<file path="config.mk">
export PLATFORM = sky130hd
export DESIGN_NAME = spi_cmd_tx
export DESIGN_NICKNAME = d
export VERILOG_FILES = /design/src/rtl/spi_cmd_tx.sv
export SDC_FILE = /design/constraint.sdc
export NUM_CORES = 1
export LEC_CHECK = 0
export CAP_MARGIN = 15
export CORE_MARGIN = 5
export CORE_UTILIZATION = 35
export CTS_CLUSTER_DIAMETER = 60
export DETAILED_ROUTE_END_ITERATION = 8
export PLACE_DENSITY_LB_ADDON = 0.2
export SLEW_MARGIN = 10
export SYNTH_ARGS = -nofsm -noshare
export SYNTH_HDL_FRONTEND = slang
export SYNTH_SLANG_ARGS = --single-unit
</file>
<file path="constraint.sdc">
create_clock -name clk -period 2.62 [get_ports clk]
set_input_delay 0.524 -clock clk [delete_from_list [all_inputs] [get_ports clk]]
set_output_delay 0.524 -clock clk [all_outputs]
set_load 0.01 [all_outputs]
</file>
<file path="src/rtl/spi_cmd_tx.sv">
// SPI command transmitter: queues {command, databyte1, databyte2} frames in a small
// FIFO and sends each one as a single cs-framed 24-bit mode-0 transfer, MSB first.
//   state | meaning
//   IDLE  | waiting for a queued frame; pops it and raises cs
//   SETUP | cs high, sck low for CLK_DIV cycles before the first rising edge
//   SHIFT | 24 sck periods; data advances on falling edges, then one low phase
//   HOLD  | cs high, sck low for CLK_DIV cycles; exit drops cs and pulses frame_done
//   GAP   | cs low for CS_GAP cycles before the next frame may start
module spi_cmd_tx #(
  parameter int CLK_DIV    = 4,
  parameter int FIFO_DEPTH = 4,
  parameter int CS_GAP     = 8
) (
  input  logic       clk,
  input  logic       reset,
  input  logic       frame_valid,
  output logic       frame_ready,
  input  logic [7:0] command,
  input  logic [7:0] databyte1,
  input  logic [7:0] databyte2,
  output logic       cs,
  output logic       sck,
  output logic       sdi,
  output logic       busy,
  output logic       frame_done
);
  localparam int AW   = $clog2(FIFO_DEPTH);
  localparam int TMAX = (CLK_DIV > CS_GAP) ? CLK_DIV : CS_GAP;
  localparam int TW   = (TMAX > 1) ? $clog2(TMAX) : 1;
  localparam logic [TW-1:0] DIV_LOAD = TW'(CLK_DIV - 1);
  localparam logic [TW-1:0] GAP_LOAD = TW'(CS_GAP - 1);

  typedef enum logic [2:0] {IDLE, SETUP, SHIFT, HOLD, GAP} state_t;
  state_t state, state_n;

  logic [23:0]   mem [FIFO_DEPTH];
  logic [AW-1:0] wr_ptr, rd_ptr;
  logic [AW:0]   count;
  logic          full, empty, push, pop;

  // bit 23 goes straight to sdi on pop, so only the remaining 23 bits are held here
  logic [22:0]   shreg, shreg_n;
  logic [4:0]    bit_cnt, bit_cnt_n;
  logic [TW-1:0] tmr, tmr_n;
  logic          tail, tail_n;
  logic          cs_n, sck_n, sdi_n, done_n;

  assign full        = (count == (AW+1)'(FIFO_DEPTH));
  assign empty       = (count == '0);
  assign frame_ready = ~full;
  assign push        = frame_valid & ~full;
  assign pop         = (state == IDLE) & ~empty;
  assign busy        = (state != IDLE) | ~empty;

  always_ff @(posedge clk) begin
    if (push) mem[wr_ptr] <= {command, databyte1, databyte2};
  end

  always_ff @(posedge clk or posedge reset) begin
    if (reset) begin
      wr_ptr <= '0;
      rd_ptr <= '0;
      count  <= '0;
    end else begin
      if (push) wr_ptr <= wr_ptr + 1'b1;
      if (pop)  rd_ptr <= rd_ptr + 1'b1;
      case ({push, pop})
        2'b10:   count <= count + 1'b1;
        2'b01:   count <= count - 1'b1;
        default: ;
      endcase
    end
  end

  always_ff @(posedge clk or posedge reset) begin
    if (reset) begin
      state      <= IDLE;
      shreg      <= '0;
      bit_cnt    <= '0;
      tmr        <= '0;
      tail       <= 1'b0;
      cs         <= 1'b0;
      sck        <= 1'b0;
      sdi        <= 1'b0;
      frame_done <= 1'b0;
    end else begin
      state      <= state_n;
      shreg      <= shreg_n;
      bit_cnt    <= bit_cnt_n;
      tmr        <= tmr_n;
      tail       <= tail_n;
      cs         <= cs_n;
      sck        <= sck_n;
      sdi        <= sdi_n;
      frame_done <= done_n;
    end
  end

  always_comb begin
    state_n   = state;
    shreg_n   = shreg;
    bit_cnt_n = bit_cnt;
    tmr_n     = tmr;
    tail_n    = tail;
    cs_n      = cs;
    sck_n     = sck;
    sdi_n     = sdi;
    done_n    = 1'b0;
    case (state)
      IDLE: begin
        sdi_n = 1'b0;
        if (!empty) begin
          shreg_n   = mem[rd_ptr][22:0];
          sdi_n     = mem[rd_ptr][23];
          cs_n      = 1'b1;
          bit_cnt_n = '0;
          tail_n    = 1'b0;
          tmr_n     = DIV_LOAD;
          state_n   = SETUP;
        end
      end
      SETUP: begin
        if (tmr == '0) begin
          sck_n   = 1'b1;
          tmr_n   = DIV_LOAD;
          state_n = SHIFT;
        end else begin
          tmr_n = tmr - 1'b1;
        end
      end
      SHIFT: begin
        if (tmr == '0) begin
          tmr_n = DIV_LOAD;
          if (sck) begin
            sck_n = 1'b0;
            // last bit stays on sdi so constant frames never toggle the line
            if (bit_cnt == 5'd23) begin
              tail_n = 1'b1;
            end else begin
              sdi_n     = shreg[22];
              shreg_n   = {shreg[21:0], 1'b0};
              bit_cnt_n = bit_cnt + 1'b1;
            end
          end else if (tail) begin
            state_n = HOLD;
          end else begin
            sck_n = 1'b1;
          end
        end else begin
          tmr_n = tmr - 1'b1;
        end
      end
      HOLD: begin
        if (tmr == '0) begin
          cs_n    = 1'b0;
          sdi_n   = 1'b0;
          done_n  = 1'b1;
          tmr_n   = GAP_LOAD;
          state_n = GAP;
        end else begin
          tmr_n = tmr - 1'b1;
        end
      end
      GAP: begin
        if (tmr == '0) state_n = IDLE;
        else           tmr_n   = tmr - 1'b1;
      end
      default: state_n = IDLE;
    endcase
  end
endmodule

</file>
* Word-level counts from Yosys, hierarchy flattened
Memory sizes are Yosys's and may differ from the RTL's.
Cells that the tools add are included.
** Storage, ports and cells
- Register bits after elaboration :: 46
- Bits in writable memories :: 96
- Bits of input ports :: 27
- Output and inout bits :: 6
- Logic and storage cells :: 107
- Memories kept :: 1
** Memory list
- mem :: words 4, bits a word 24, rd ports 1, clocked after memory_dff 0, wr ports 1, line 36 : logic [23:0] mem [FIFO_DEPTH];
** Cells by class
- Add/subtract/negate cells :: 6
- Equal/unequal tests :: 19
- Multiplexer cells :: 46
- Bitwise logic cells :: 5
- Reductions and logical operators :: 18
** Operators by type and width (count)
- 23-bit 2-to-1 mux :: 4
- 23-bit case mux with 2 select lines :: 1
- 3-bit 2-to-1 mux :: 11
- 2-bit != test, second input constant :: 11
- 5-bit 2-to-1 mux :: 4
- 1-bit 2-to-1 mux :: 18
- 3-bit case mux with 5 select lines :: 1
- 5-bit AND reduction :: 3
- 3-bit case mux with 4 select lines :: 1
- 5-bit case mux with 2 select lines :: 1
- 3-bit logical NOT :: 3
- 3-bit AND reduction :: 3
- 2-bit nonzero test :: 4
- 7-bit AND reduction :: 1
- 3-bit by 2-bit equality test with 1-bit output, second input constant :: 2
- 3-bit equality test, second input constant :: 2
- 1-bit case mux with 2 select lines :: 3
- 3-bit case mux with 2 select lines :: 1
- 3-bit nonzero test :: 2
- 3-bit by 1-bit subtractor with 3-bit output, second input constant :: 2
- 5-bit by 1-bit adder with 5-bit output, second input constant :: 1
- 5-bit equality test, second input constant :: 1
- 2-bit by 1-bit adder with 2-bit output, second input constant :: 2
- 4-bit nonzero test :: 1
- 9 further kinds :: 11

* Longest topological paths before layout
Gate-level depths: netlist of run 1.
- Depth in word-level cells :: 5
- Depth in mapped cells :: 10
- Depth with buffers taken out :: 10

* Worst setup path after synthesis of run 1
No wires, ideal clock.
- Path kind :: reg2reg
- Start point :: register state[2]
- End point :: register count[2]
- Arrival :: 1.995 ns
- Required time :: 2.541 ns
- Setup slack :: 0.545 ns
- Cell stages (with the launch flop) :: 11
- Path buffers :: 1
- Clock period less this slack :: 2.075 ns
- Path through :: dfrtp_1 buf_6 nor3_1 nand2_1 inv_2 ha_1 inv_1 fa_1 xor2_1 nor2_1 xor2_1
** On the way
- Longest elaborated chain between the ends :: 4
- Elaborated cells on any way between the ends :: 6
- Classes of those cells :: 2 x eq/ne; 1 x mux; 1 x bitwise; 2 x reduce/logical
** Ends and longest elaborated chain
- start, declared :: line 34 : state_t state, state_n;
- start signal, assigned :: line 87 : state <= state_n;
- 3-bit logical NOT * :: line 52 : assign pop = (state == IDLE) & ~empty;
- 1-bit bitwise AND * :: line 52
- via pop :: line 39 : logic full, empty, push, pop;
- 2-bit by 1-bit equality test with 1-bit output or 2-bit equality test (tied branches) :: line 67 : case ({push, pop})
- 3-bit case mux with 2 select lines or 2-bit nonzero test (tied branches)
- end signal, assigned :: line 68 : 2'b10: count <= count + 1'b1;
- end signal, assigned :: line 69 : 2'b01: count <= count - 1'b1;
- end, declared :: line 38 : logic [AW:0] count;
Mark *: on every way through the listed nets, which the timed path passes. The rest lies on a longest branch.
A chain may end at the register's enable or synchronous reset.

* Worst setup path after layout of run 1
- Start point :: register state[0]
- End point :: output busy
** On the way
- Longest elaborated chain between the ends :: 2
** Ends and longest elaborated chain
- 3-bit nonzero test :: line 53 : assign busy = (state != IDLE) | ~empty;
- 1-bit OR :: line 53
- end, declared :: line 24 : output logic busy,
No other way between the ends.

==> flow_metrics.tcl, run 1 <==
set metrics [dict create \
    drv_slew 0 \
    nNetsFinal 458 \
    ctsResizeCount 0 \
    fmaxAchievable_mhz 418 \
    outcome "finished clean" \
    grt_first_pass_wirelength_um 18400 \
    max_stage_delay_ns 0.51 \
    clk_root_buffer_cell "clkbuf_16" \
    p_leak_nw 2.60 \
    viasPerCell 4.95 \
    fill_cells 1500 \
    period_share 0.914 \
    synth_edf_count 96 \
    worst-path-buf-inv 2 \
    insertedDiodeCount 0 \
    chipHeight_um 140 \
    path_class "reg -> out" \
    antenna_left 0 \
    critPathLaunchType "flop" \
    place.gp.congestion 0.766 \
    fin_worst_skew_ns 0.00906 \
    synth_cell_types 49 \
    die_w_um 140 \
    io_pins 33 \
    drv_cap 0 \
    p_per_area_nw_per_um2 793 \
    slowest_stage "clkdlybuf4s50_1" \
    fin_util 0.427 \
    die_area_um2 19600 \
    grt-ovfl-total 0 \
    vias 3241 \
    crit_required_ns 2.10 \
    drt_iter0_drc 184 \
    wl_per_cell_um 17.1 \
    slew_headroom 0.586 \
    post-route-worst-setup-slack_ns 0.226 \
    std_cell_rows 47 \
    multi_input_area_um2 1720 \
    synth_flop_cell "edfxtp_1" \
    hold_path.class "reg -> reg" \
    tns_ns 0 \
    endpoint_kind "output pin" \
    finalSetupViolations 0 \
    drc 0 \
    ir_worst_vdd_v 0.000451 \
    port_buffers 32 \
    critical_path.cell_chain "nor3_1 > buf_4 > nand2_1 > clkdlybuf4s50_1" \
    initial_core_util 0.357 \
    ys_ff_latch 142 \
    final-hold-violation-count 0 \
    ctsHoldBuffers 0 \
    syn_inst 374 \
    final-seq-area_um2 4030 \
    synth_seq_area_share 0.682 \
    hpwlAfterDp_um 6710 \
    clockBufferDepth 2 \
    grt_pass1_vias 3379 \
    crit_fanout 3 \
    grt_usage 0.121 \
    cts_tree "yes" \
    path_clk_slew_ns 0.06 \
    crit_arrival_ns 1.87 \
    insertion_delay_ns 0.42 \
    avgSynthCellArea_um2 15.8 \
    syn-cell-area_um2 5920 \
    syn_nets 410 \
    post_cts.repair.setup_buffers 0 \
    synthArstFlopShare 0.324 \
    post-place-ws_ns 0.295 \
    yosysWarnings 0 \
    clock_sinks 142 \
    period_minus_slack_ns 2.39 \
    tightest_slew_ns 0.621 \
    grt_max_degree 47 \
    drt_wl_total_um 11200 \
    h-tree-depth 4 \
    firstDrtPassIters 4 \
    cts-buffers-inserted 17 \
    rsz0062_at_grt "false" \
    core_um2 16600 \
    worst_path_dominant_cell_family "buffers and inverters" \
    antenna_found_initial 0 \
    area_delta_synth_final_pct 19.7 \
    drive_gt1_frac 0.184 \
]
==> cell usage after synthesis, types with 2 or more instances <==
master	instances	area [µm²]
nor3b_1	2	15.0
o21ai_0	5	25.0
nor3_1	3	15.0
buf_2	8	40.0
dfrtp_1	46	1150
o21ai_1	2	10.0
buf_6	2	22.5
edfxtp_1	96	2880
nor2_1	9	33.8
nand2_1	14	52.6
inv_1	14	52.6
or3_1	2	12.5
nand2b_1	2	12.5
mux2_2	2	22.5
ha_1	8	100
and2_1	2	12.5
o31ai_1	3	22.5
and3_1	5	31.3
xor2_1	2	17.5
clkbuf_1	11	41.3
mux4_2	24	541
xnor2_1	7	61.3
a21oi_1	48	240
mux2i_1	26	260
nand3_1	7	35.0
==> logic make-up after synthesis <==
family	synth area share
simple gates	0.0493
xor+xnor	0.0133
mux	0.141
compound gates	0.0668
buf+inv	0.0277
flops	0.682
fa+ha+maj	0.0203
==> worst reg2reg max path, cell delays in order (launching register included) <==
cell and delay, ns:
dfrtp_1 0.41, or3_1 0.51, nand2_1 0.24, inv_2 0.10
ha_1 0.21, inv_1 0.07, fa_1 0.17, xor2_1 0.14
nor2_1 0.06, xor2_1 0.13
==> worst paths after layout <==
check,start,end,slack (ns),cells after the start
setup / recovery,state[0]$_DFFE_PP0P_,busy,0.23,4
hold / removal,bit_cnt[4]$_DFFE_PP0P_,bit_cnt[4]$_DFFE_PP0P_,0.50,1
setup reg to reg,count[0]$_DFFE_PP0P_,count[2]$_DFFE_PP0P_,0.45,9
hold reg to reg,bit_cnt[4]$_DFFE_PP0P_,bit_cnt[4]$_DFFE_PP0P_,0.50,1
max in group asynchronous,reset,shreg[5]$_DFFE_PP0P_,1.61,3
min in group asynchronous,reset,tmr[2]$_DFFE_PP0P_,0.59,3
==> cells in the final DEF, fill, tap and decap left out, types with 3 or more instances in the layout <==
master / count
clkinv_2: 3
buf_4: 19
nand2_1: 14
clkinv_4: 4
nor2_1: 9
mux2i_1: 26
o21ai_0: 5
a21oi_1: 48
edfxtp_1: 96
inv_1: 13
and3_1: 5
nor3_1: 3
nand3_1: 7
mux4_2: 24
dfrtp_1: 46
clkbuf_16: 17
clkdlybuf4s50_1: 32
o31ai_1: 3
clkinvlp_4: 3
ha_1: 8
xnor2_1: 7
==> power by group <==
group          internal [W]  leakage (nW)  switching (W)
clock network       0.00124         0.257       0.000916
registers           0.00278          1.43      0.0000863
logic              0.000238         0.911       0.000366
==> per-stage QoR <==
step	power, W	area, µm²	hold slack [ns]	cells
2_1_floorplan	0.00325	5920	0.437	374
3_3_place_gp	0.00351	6550	0.473	623
3_5_place_dp	0.00354	6550	0.491	623
4_1_cts	0.00572	7090	0.501	655
5_1_grt	0.00589	7090	0.515	655
6_report	0.00562	7090	0.497	655
==> sequential cells by signal, summed over array words and instances, names as in the netlist <==
name and cells:
mem 96, wr_ptr 2, state 3, frame_done 1, sdi 1, count 3
cs 1, tmr 3, sck 1, bit_cnt 5, rd_ptr 2, shreg 23
tail 1
==> per-layer routing <==
metal	track usage	vias to the layer above	part of all wire
li1	-	1530	-
met3	0.0389	18	0.029
met5	0	-	0
met4	0.0418	0	0.012
met1	0.160	1651	0.47
met2	0.191	42	0.49
==> cell type report <==
type | instances | area share
clock buffer | 20 | 0.0630
clock inverter | 12 | 0.0127
inverter | 15 | 0.00795
multi-input combinational | 195 | 0.243
sequential | 142 | 0.569
tap | 220 | 0.0388
timing repair buffer | 51 | 0.0653
(Power assumes the default switching activity.)
==> inputs of run 2 (changes only) <==
--- a/config.mk
+++ b/config.mk
@@ -10,8 +10,8 @@
 export CORE_UTILIZATION = 35
 export CTS_CLUSTER_DIAMETER = 60
 export DETAILED_ROUTE_END_ITERATION = 8
+export GPL_ROUTABILITY_DRIVEN = 0
 export PLACE_DENSITY_LB_ADDON = 0.2
-export SLEW_MARGIN = 10
 export SYNTH_ARGS = -nofsm -noshare
 export SYNTH_HDL_FRONTEND = slang
 export SYNTH_SLANG_ARGS = --single-unit
==> constraint.sdc (replaced) <==
create_clock -name clk -period 2.62 [get_ports clk]
set_input_delay 0.786 -clock clk [delete_from_list [all_inputs] [get_ports clk]]
set_output_delay 0.786 -clock clk [all_outputs]
set_load 0.01 [all_outputs]
==> run 2 against run 1 <==
Register-to-register slack lost 0.04 ns. Clock power grew 7%. Worst hold slack lost 0.024 ns. Sequential share of layout area shrank 1.0 points. Wire length grew 0.32%. Fmax shrank 5.4%. Via count shrank 0.52%. Total power grew 3.6%. Design area grew 1.8%. Combinational power grew 9.3%.
==> flow_metrics.tcl, run 2 (synthesis gave the netlist of run 1 again) <==
set metrics [dict create \
    outcome "finished clean" \
    crit_required_ns 1.83 \
    final_common_cell "edfxtp_1" \
    critPathLaunchType "flop" \
    grt_first_pass_wirelength_um 18700 \
    insertion_delay_ns 0.42 \
    drt_wl_total_um 11300 \
    endpoint_kind "output pin" \
    vias 3224 \
    finalHoldWorstSlack_ns 0.473 \
    clkPwrFrac 0.394 \
    p_seq_frac 0.493 \
    largestRegisters "mem (96), shreg (23), bit_cnt (5)" \
    grt_usage 0.124 \
    final-hold-violation-count 0 \
    clk_root_buffer_cell "clkbuf_16" \
    period_share 0.966 \
    path_clk_slew_ns 0.06 \
    top_register "mem" \
    cts-buffers-inserted 17 \
    grt-ovfl-total 0 \
    viasPerCell 4.91 \
    rsz0062_at_grt "false" \
    drv_cap 0 \
    swShare 0.242 \
    drive_gt1_frac 0.193 \
    fin_area_um2 7210 \
    die_w_um 140 \
    drt_iter0_drc 173 \
    nNetsFinal 458 \
    tns_ns 0 \
    largest_register_ffs 96 \
    area_delta_synth_final_pct 21.9 \
    initial_core_util 0.357 \
    tightest_slew_ns 0.665 \
    final_cell_mix "edfxtp_1 (96), a21oi_1 (48), dfrtp_1 (46), clkdlybuf4s50_1 (32), mux2i_1 (26)" \
    pwr-share-comb 0.113 \
    ir_worst_vdd_v 0.000533 \
    fin_util 0.435 \
    ctsHoldBuffers 0 \
    slew_headroom 0.557 \
    grt_max_degree 27 \
    hold_path.class "reg -> reg" \
    p_per_area_nw_per_um2 807 \
    post_cts.repair.setup_buffers 0 \
    p_leak_nw 2.65 \
    net-switching-power_w 0.00141 \
    place_area_um2 6620 \
    wl_per_cell_um 17.2 \
    io_pins 33 \
    clock_sinks 142 \
    ctsResizeCount 1 \
    firstDrtPassIters 5 \
    chipHeight_um 140 \
    finalSetupViolations 0 \
    cts_tree "yes" \
    crit_fanout 3 \
    clockBufferDepth 2 \
    h-tree-depth 4 \
    fmaxAchievable_mhz 395 \
    die_area_um2 19600 \
    p_total_w 0.00582 \
    hpwlAfterDp_um 6880 \
    grt_pass1_vias 3448 \
    antenna_left 0 \
    port_buffers 32 \
    drc 0 \
    period_minus_slack_ns 2.53 \
    p_int_w 0.00441 \
    drv_slew 0 \
    fin_worst_skew_ns 0.00846 \
    crit_arrival_ns 1.74 \
    path_class "reg -> out" \
    antenna_found_initial 0 \
    std_cell_rows 47 \
    core_um2 16600 \
]
-- run 2: routing by layer --
layer	share of wire	vias to the layer above	track usage
met5	0	-	0
met4	0.014	0	0.0393
met3	0.033	15	0.0382
met2	0.49	49	0.202
met1	0.46	1625	0.160
li1	-	1535	-
-- run 2: area by class of cell --
class / instances / area [µm²]
Sequential cell: 142 / 4030
Clock inverter: 14 / 134
Tap cell: 220 / 275
Fill cell: 1482 / 9370
Timing Repair Buffer: 51 / 538
Antenna cell: 1 / 2.50
Inverter: 15 / 56.3
Clock buffer: 18 / 439
Multi-Input combinational cell: 195 / 1740
-- run 2: final timing paths --
| path | end | slack (ns) | from | cells after the start |
|---|---|---|---|---|
| max | busy | 0.09 | state[0]$_DFFE_PP0P_ | 3 |
| max reg2reg | shreg[18]$_DFFE_PP0P_ | 0.41 | state[2]$_DFFE_PP0P_ | 6 |
| max in group asynchronous | shreg[7]$_DFFE_PP0P_ | 1.36 | reset | 3 |
| min in group asynchronous | frame_done$_DFF_PP0_ | 0.73 | reset | 2 |
| min | bit_cnt[4]$_DFFE_PP0P_ | 0.47 | bit_cnt[4]$_DFFE_PP0P_ | 1 |
| min reg2reg | bit_cnt[4]$_DFFE_PP0P_ | 0.47 | bit_cnt[4]$_DFFE_PP0P_ | 1 |
-- run 2: power by group through the flow --
| stage | registers (W) | clock network, W | logic, W |
|---|---|---|---|
| floorplan | 0.00288 | 0 | 0.000368 |
| global placement | 0.00289 | 0 | 0.000665 |
| detailed placement | 0.00291 | 0 | 0.000681 |
| CTS | 0.00287 | 0.00235 | 0.000680 |
| global route | 0.00290 | 0.00246 | 0.000734 |
| finish | 0.00287 | 0.00229 | 0.000660 |
-- run 2: stage by stage --
step / setup slack (ns) / instances
finish: 0.0891 / 656
global route: 0.0226 / 655
CTS: 0.0441 / 655
detailed placement: 0.0807 / 623
global placement: 0.138 / 623
floorplan: 0.545 / 374
-- run 2: critical path: stages (launching register included) --
cell and delay [ns]:
dfrtp_1 0.39, nor3_2 0.28, nand2_1 0.16, clkdlybuf4s50_1 0.50
